[src/rtl/ssd_scan_driver.sv]
// ssd_scan_driver
// Drives a 4-digit common-anode multiplexed seven-segment display from BCD
// digits. The digits are latched into a shadow copy once per frame so a value
// changing mid-scan cannot tear the display. Supports leading-zero blanking,
// per-digit decimal points and a whole-display blink.
module ssd_scan_driver #(
    parameter int REFRESH_DIV = 50000,
    parameter int BLINK_TICKS = 250
) (
    input  logic       clk,
    input  logic       reset,
    input  logic [3:0] d0,
    input  logic [3:0] d1,
    input  logic [3:0] d2,
    input  logic [3:0] d3,
    input  logic [3:0] dp_mask,
    input  logic       lz_blank,
    input  logic       blink_en,
    output logic [3:0] an,
    output logic [6:0] seg,
    output logic       dp,
    output logic       frame_start
);

    localparam int CNT_W = (REFRESH_DIV > 1) ? $clog2(REFRESH_DIV) : 1;
    localparam int BLK_W = (BLINK_TICKS > 1) ? $clog2(BLINK_TICKS) : 1;
    localparam logic [CNT_W-1:0] CNT_LAST = CNT_W'(REFRESH_DIV - 1);
    localparam logic [BLK_W-1:0] BLK_LAST = BLK_W'(BLINK_TICKS - 1);

    // BCD to active-low {g,f,e,d,c,b,a}; non-BCD codes show a dash.
    function automatic logic [6:0] bcd_to_seg(input logic [3:0] v);
        case (v)
            4'd0:    return 7'h40;
            4'd1:    return 7'h79;
            4'd2:    return 7'h24;
            4'd3:    return 7'h30;
            4'd4:    return 7'h19;
            4'd5:    return 7'h12;
            4'd6:    return 7'h02;
            4'd7:    return 7'h78;
            4'd8:    return 7'h00;
            4'd9:    return 7'h10;
            default: return 7'h3F;
        endcase
    endfunction

    // Scan / blink state
    logic [CNT_W-1:0] cnt_q, cnt_d;
    logic [1:0]       idx_q, idx_d;
    logic [BLK_W-1:0] blk_cnt_q, blk_cnt_d;
    logic             phase_q, phase_d;
    logic             load_pending_q, load_pending_d;

    // Shadow copy of the inputs, packed {d3,d2,d1,d0}
    logic [15:0]      sh_dig_q, sh_dig_d;
    logic [3:0]       sh_dp_q, sh_dp_d;
    logic             sh_lz_q, sh_lz_d;

    // Registered outputs
    logic [3:0]       an_q, an_d;
    logic [6:0]       seg_q, seg_d;
    logic             dp_q, dp_d;
    logic             frame_start_q, frame_start_d;

    // Intermediate decode terms
    logic             tick;
    logic             frame_edge;
    logic [3:0]       cur_dig;
    logic             z3, z2, z1;
    logic             blank;

    // Next-state computation for counters, shadow latch and display outputs
    always_comb begin
        tick       = (cnt_q == CNT_LAST);
        frame_edge = tick && (idx_q == 2'd3);

        cnt_d = tick ? '0 : cnt_q + 1'b1;
        idx_d = tick ? idx_q + 2'd1 : idx_q;

        // Shadow reloads on the first cycle out of reset and at each frame boundary.
        load_pending_d = 1'b0;
        sh_dig_d       = sh_dig_q;
        sh_dp_d        = sh_dp_q;
        sh_lz_d        = sh_lz_q;
        if (load_pending_q || frame_edge) begin
            sh_dig_d = {d3, d2, d1, d0};
            sh_dp_d  = dp_mask;
            sh_lz_d  = lz_blank;
        end
        frame_start_d = frame_edge;

        // Blink counter runs on refresh ticks only while blinking is enabled.
        blk_cnt_d = blk_cnt_q;
        phase_d   = phase_q;
        if (!blink_en) begin
            blk_cnt_d = '0;
            phase_d   = 1'b0;
        end else if (tick) begin
            if (blk_cnt_q == BLK_LAST) begin
                blk_cnt_d = '0;
                phase_d   = ~phase_q;
            end else begin
                blk_cnt_d = blk_cnt_q + 1'b1;
            end
        end

        // Leading-zero suppression: a digit blanks only if it and every digit
        // to its left are zero. Digit 0 always shows.
        z3 = (sh_dig_q[15:12] == 4'd0);
        z2 = z3 && (sh_dig_q[11:8] == 4'd0);
        z1 = z2 && (sh_dig_q[7:4] == 4'd0);
        case (idx_q)
            2'd1:    blank = sh_lz_q && z1;
            2'd2:    blank = sh_lz_q && z2;
            2'd3:    blank = sh_lz_q && z3;
            default: blank = 1'b0;
        endcase

        cur_dig = sh_dig_q[{idx_q, 2'b00} +: 4];

        an_d  = ~(4'b0001 << idx_q);
        seg_d = bcd_to_seg(cur_dig);
        dp_d  = ~sh_dp_q[idx_q];
        if (blank) begin
            an_d  = 4'b1111;
            seg_d = 7'h7F;
            dp_d  = 1'b1;
        end
        // Blink-off only darkens the anodes; segments keep decoding.
        if (blink_en && phase_q) begin
            an_d = 4'b1111;
        end
    end

    // State and output registers with synchronous active-low reset
    always_ff @(posedge clk) begin
        if (!reset) begin
            cnt_q          <= '0;
            idx_q          <= 2'd0;
            blk_cnt_q      <= '0;
            phase_q        <= 1'b0;
            load_pending_q <= 1'b1;
            sh_dig_q       <= 16'h0000;
            sh_dp_q        <= 4'h0;
            sh_lz_q        <= 1'b0;
            an_q           <= 4'b1111;
            seg_q          <= 7'h7F;
            dp_q           <= 1'b1;
            frame_start_q  <= 1'b0;
        end else begin
            cnt_q          <= cnt_d;
            idx_q          <= idx_d;
            blk_cnt_q      <= blk_cnt_d;
            phase_q        <= phase_d;
            load_pending_q <= load_pending_d;
            sh_dig_q       <= sh_dig_d;
            sh_dp_q        <= sh_dp_d;
            sh_lz_q        <= sh_lz_d;
            an_q           <= an_d;
            seg_q          <= seg_d;
            dp_q           <= dp_d;
            frame_start_q  <= frame_start_d;
        end
    end

    assign an          = an_q;
    assign seg         = seg_q;
    assign dp          = dp_q;
    assign frame_start = frame_start_q;

endmodule
[config.mk]
export PLATFORM = sky130hd
export DESIGN_NAME = ssd_scan_driver
export DESIGN_NICKNAME = d
export VERILOG_FILES = /design/src/rtl/ssd_scan_driver.sv
export SDC_FILE = /design/constraint.sdc
export NUM_CORES = 1
export LEC_CHECK = 0
export CORE_MARGIN = 5
export CORE_UTILIZATION = 25
export DETAILED_ROUTE_END_ITERATION = 8
export PLACE_DENSITY_LB_ADDON = 0.25
export SYNTH_ARGS = -nofsm -noshare
export SYNTH_HDL_FRONTEND = slang
export SYNTH_SLANG_ARGS = --single-unit
[constraint.sdc]
create_clock -name clk -period 3 [get_ports clk]
set_clock_uncertainty 0.05 [all_clocks]
set_input_delay 0.9 -clock clk [delete_from_list [all_inputs] [get_ports clk]]
set_output_delay 0.9 -clock clk [all_outputs]
set_load 0.02 [all_outputs]
After elaboration in Yosys (flattened, before gate mapping)
Memories as Yosys holds them, arrays and structs flattened. A register that Yosys moved wholly into a read port is not among the register bits.
Cells that the tools add are included.
- bits in registers: 55
- memory bits (read-only): 112
- input port bits: 24
- output and inout port bits: 13
- word-level logic and storage cells: 48
- memories: 1
- memory list (memory ; depth ; width ; read ports ; clocked after memory_dff ; wr ports ; line ; source):
    (no name shown) ; 16 ; 7 ; 1 ; 1 ; 0 ; 32 ; case (v)
- add/sub/neg operators: 3
- order comparisons: 1
- eq/ne operators: 5
- shifts and indexed selects: 2
- mux-type cells: 5
- bitwise operators: 4
- reduce and logical (&&, ||, !) cells: 16
- operators with widths (operator ; count):
    $add 16x1->16 const B ; 1
    $eq 16x16->1 const B ; 1
    $shiftx 16x5->4 ; 1
    $logic_not 4->1 ; 3
    $add 8x1->8 const B ; 1
    $eq 8x8->1 const B ; 1
    $mux 8 ; 1
    $logic_and 1x1->1 ; 7
    $eq 2x2->1 const B ; 2
    $not 4->4 ; 1
    $reduce_and 2->1 ; 2
    $reduce_or 2->1 ; 2
    $shl 1x2->4 const A ; 1
    $lt 2x3->1 const B ; 1
    $not 1->1 ; 3
    $pmux 1 s3 ; 1
    $reduce_or 3->1 ; 1
    $add 2x1->2 const B ; 1
    $bmux 1 s2 ; 1
    $eq 2x1->1 const B ; 1
    $mux 1 ; 2
    $logic_or 1x1->1 ; 1

Depth between registers and ports, before layout
- word-level depth: 6
- depth in mapped cells: 8
- depth with buffers taken out: 7

Least setup slack after synthesis
Ideal clock, no wire load.
- kind: register to register
- from: register idx_q[0]
- to: register seg_q[5] (netlist: seg[5])
- setup time: 119 ps
- arrival: 1821 ps
- data required time: 2831 ps
- setup slack: 1010 ps
- stages on the path, launching flop included: 9
- path buffers: 1
- period minus slack after synthesis: 1990 ps
- cells stage by stage: dfxtp_1 -> buf_6 -> mux4_1 -> inv_1 -> ha_1 -> inv_1 -> mux2_1 -> o22ai_1 -> nand2_1
- longest elaborated chain between the ends: 3
- elaborated cells between the ends (all ways): 6
- those cells by class: eq/ne: 3; shift: 1; mux: 1; reduce/logical: 1
- ends and longest elaborated chain (what ; line ; source):
    start: declaration ; 49 ; logic [1:0] idx_q, idx_d;
    start signal: assignment ; 152 ; idx_q <= idx_d;
    $eq 2x2->1 / $eq 2x1->1 (equally long branches) ; 112 ; case (idx_q)
    $pmux 1 s3 ; 112 ;
    $reduce_or 2->1 (no source line) ; -- ;
    end: declaration ; 61 ; logic [6:0] seg_q, seg_d;
Parallel ways exist; a longest one is shown, timed or not.
A chain may end at the register's enable or synchronous reset.

Final worst setup path
- from: input reset
- to: register seg_q[6] (netlist: seg[6])
- longest elaborated chain between the ends: 2
- ends and longest elaborated chain (what ; line ; source):
    start: declaration ; 11 ; input logic reset,
    $not 1->1 (no source line) ; -- ;
    $reduce_or 2->1 (no source line) ; -- ;
Every way passes these cells.

==> impl_metrics.yaml <==
synthesis:
  synth_seq_cells: 62
  async_flop_share_pct: 0
  yosysTopAreaCell: "dfxtp_1"
  synth.area.top_cells: "dfxtp_1, mux2i_1, nand2_1, ha_1, nor2_1"
  yosysWarnings: 0
  ys.flop_type: "dfxtp_1"
  yosys.area.top_type_share_pct: 43.59
  synth_edf_count: 0
  synthDistinctLibCells: 46
  yosysMostFrequentCell: "dfxtp_1"
  synth_commonest_cells: "dfxtp_1, nand2_1, mux2i_1"
  synth_area_sq_um: 2848
  synth_nets: 342
  yosysSeqAreaShare_pct: 43.59
  syn_avg_cell_area_sq_um: 9.306
  netlist_instances: 306
timing:
  worst_pin_slew_ps: 1250
  post-route-min-period_ps: 2652
  setup_viol: 0
  drv_slew: 0
  rsz0062_at_grt: "false"
  fin_ws_ps: 347.6
  max_slew_margin_pct: 15.35
  hold_violations: 0
  timing.fmax_ghz: 0.3770
  fin_crit_sh_pct: 88.41
cts:
  cts_resized: 0
  cts.sinks: 62
  cts_inserted_buffers: 9
  h-tree-depth: 3
  post_cts_buffers: 0
  clk_pin_slew_ps: 50
  worstSkewPairLatency_ps: 320
  holdBufCountCts: 0
  root_buffer: "clkbuf_16"
  cts_tree: "built"
  clock_path_buffers: 2
setup_path:
  cp_max_fo: 12
  crit_type: "input port to register"
  worstPathArrival_ps: 2740
  cp_slowest_cell: "o311ai_1"
  start_kind: "input port"
  crit_chain: "clkdlybuf4s50_1, inv_2, o311ai_1, o21ai_0"
  required_ps: 3090
  end_kind: "register"
  timing.rr.start: "idx_q[0]"
  startpoint: "reset"
  cp_slowest_stage_delay_ps: 1040
floorplanning:
  io-pin-count: 37
  core_area_sq_um: 11270
  fp-row-count: 39
  chipHeight_microns: 116.7
  dieArea_sq_um: 13630
  die_x_microns: 116.7
  start_util_pct: 25.26
power:
  p_leak_nw: 1.387
  power.density_nw_per_um2: 604.4
  ir_drop_v: 0.0002845
  fin_total_pwr_mw: 2.203
global_routing:
  grtUsageTotal_pct: 9.227
  grt_pass1_wl_microns: 9901
  grt_pass1_vias: 2066
  antenna_found_initial: 0
  gr-total-overflow: 0
  grt_max_degree: 48
final_layout:
  antenna_cells: 0
  nets: 377
  fin_area_sq_um: 3645
  drive_gt1_share_pct: 7.246
  nFillCells: 1171
  syn_to_final_growth_pct: 27.99
route:
  drc: 0
  wirelength_microns: 5956
  wl_per_cell_microns: 12.20
  via_count: 2156
  wl_met2_microns: 2650
  dr_wl_met3_microns: 257
  drt_iter0_drc: 122
  wl_met1_microns: 2955
  first_pass_iters: 5
  routed_via_density: 4.418
  maxUsedRoutingLayer: "met4"
  ant_nets: 0
hold_path:
  min_from: "cnt_q[0]"
  min_path_type: "register to register"
run:
  maxCapViolations: 0
outcome:
  status: "finished, final reports clean"
placed_design:
  pre_cts_slack_ps: -51.16
  hpwl_microns: 4246
  dpl_cell_area_sq_um: 3321
  gp_congestion: 0.7128
  io_buffers: 36
==> where the power goes <==
| group | internal (mW) | switching, mW | total, mW | leakage, nW |
|---|---|---|---|---|
| combinational | 0.101 | 0.0964 | 0.197 | 0.724 |
| sequential | 0.864 | 0.0187 | 0.883 | 0.508 |
| clock | 0.768 | 0.355 | 1.12 | 0.155 |
| total | 1.73 | 0.470 | 2.20 | 1.39 |
==> sequential cells by signal (all words and copies together), names as in the netlist <==
register / flops
an: 4
blk_cnt_q: 8
cnt_q: 16
dp: 1
frame_start: 1
idx_q: 2
load_pending_q: 1
phase_q: 1
seg: 7
sh_dig_q: 16
sh_dp_q: 4
sh_lz_q: 1
==> layer usage <==
layer  vias to the layer above  global-route usage [%]
li1                       1137                       -
met1                       977                   11.94
met2                        32                   14.22
met3                        10                   2.383
met4                         0                   4.587
met5                         -                       0
==> logic make-up (layout without fill, tap and decap cells) <==
group,Yosys count,in the layout,synth area share (%)
flops,62,62,43.59
mux,28,28,12.39
fa+ha+maj,12,12,5.272
buf+inv,25,64,4.437
compound gates,36,36,7.557
xor+xnor,13,13,3.998
simple gates,130,130,22.76
==> worst max-delay path: cells and delay by family <==
kind | cells | cell delay [ps]
AOI/OAI and AO/OA | 2 | 1240
buffers and inverters | 2 | 600
==> placed cells by master, fill, tap and decap left out, types with 2 or more instances in the layout <==
cell type        count
or4_1                4
o21bai_1             2
mux2i_1             21
o22ai_1              2
ha_1                12
mux4_2               3
or4b_1               2
nand3_1             14
clkbuf_8             2
a21oi_1             12
and3_1               6
mux4_1               2
bufinv_16            2
or3_1                6
clkdlybuf4s50_1     36
o21ai_0              8
o21ai_1              3
nor2b_1              3
nor4_1               2
inv_1                9
xor2_1               5
o31ai_1              4
buf_4                3
nand2b_1             2
clkbuf_16            9
nand2_1             55
nand4_1              5
and4_1               2
nor3_1               2
dfxtp_1             62
xnor2_1              8
nor2_1              20
==> through the flow <==
stage / cells / util (%) / setup TNS [ps] / hold WS (ps)
2_1_floorplan: 306 / - / 0 / 363.0
3_3_place_gp: 473 / 29.46 / -13.28 / 380.1
3_5_place_dp: 473 / 29.46 / -119.0 / 383.2
4_1_cts: 488 / 32.33 / 0 / 395.6
5_1_grt: 488 / 32.33 / 0 / 418.9
6_report: 488 / 32.33 / 0 / 392.3
==> area by class of cell <==
cell class,count,area (sq um),share of cell area (%)
clock buffers,12,256.5,7.037
clock inverters,3,67.56,1.854
inverters,10,37.54,1.030
multi-input cells,219,1480,40.61
flip-flops and latches,62,1241,34.05
well taps,143,178.9,4.909
repair buffers,39,382.9,10.50
==> final timing paths <==
path	endpoint	slack [ps]	cells past startpoint
max reg2reg	seg[5]	650	7
min reg2reg	cnt_q[0]	390	1
min	cnt_q[0]	390	1
max	seg[6]	350	4
(Power assumes the default switching activity.)
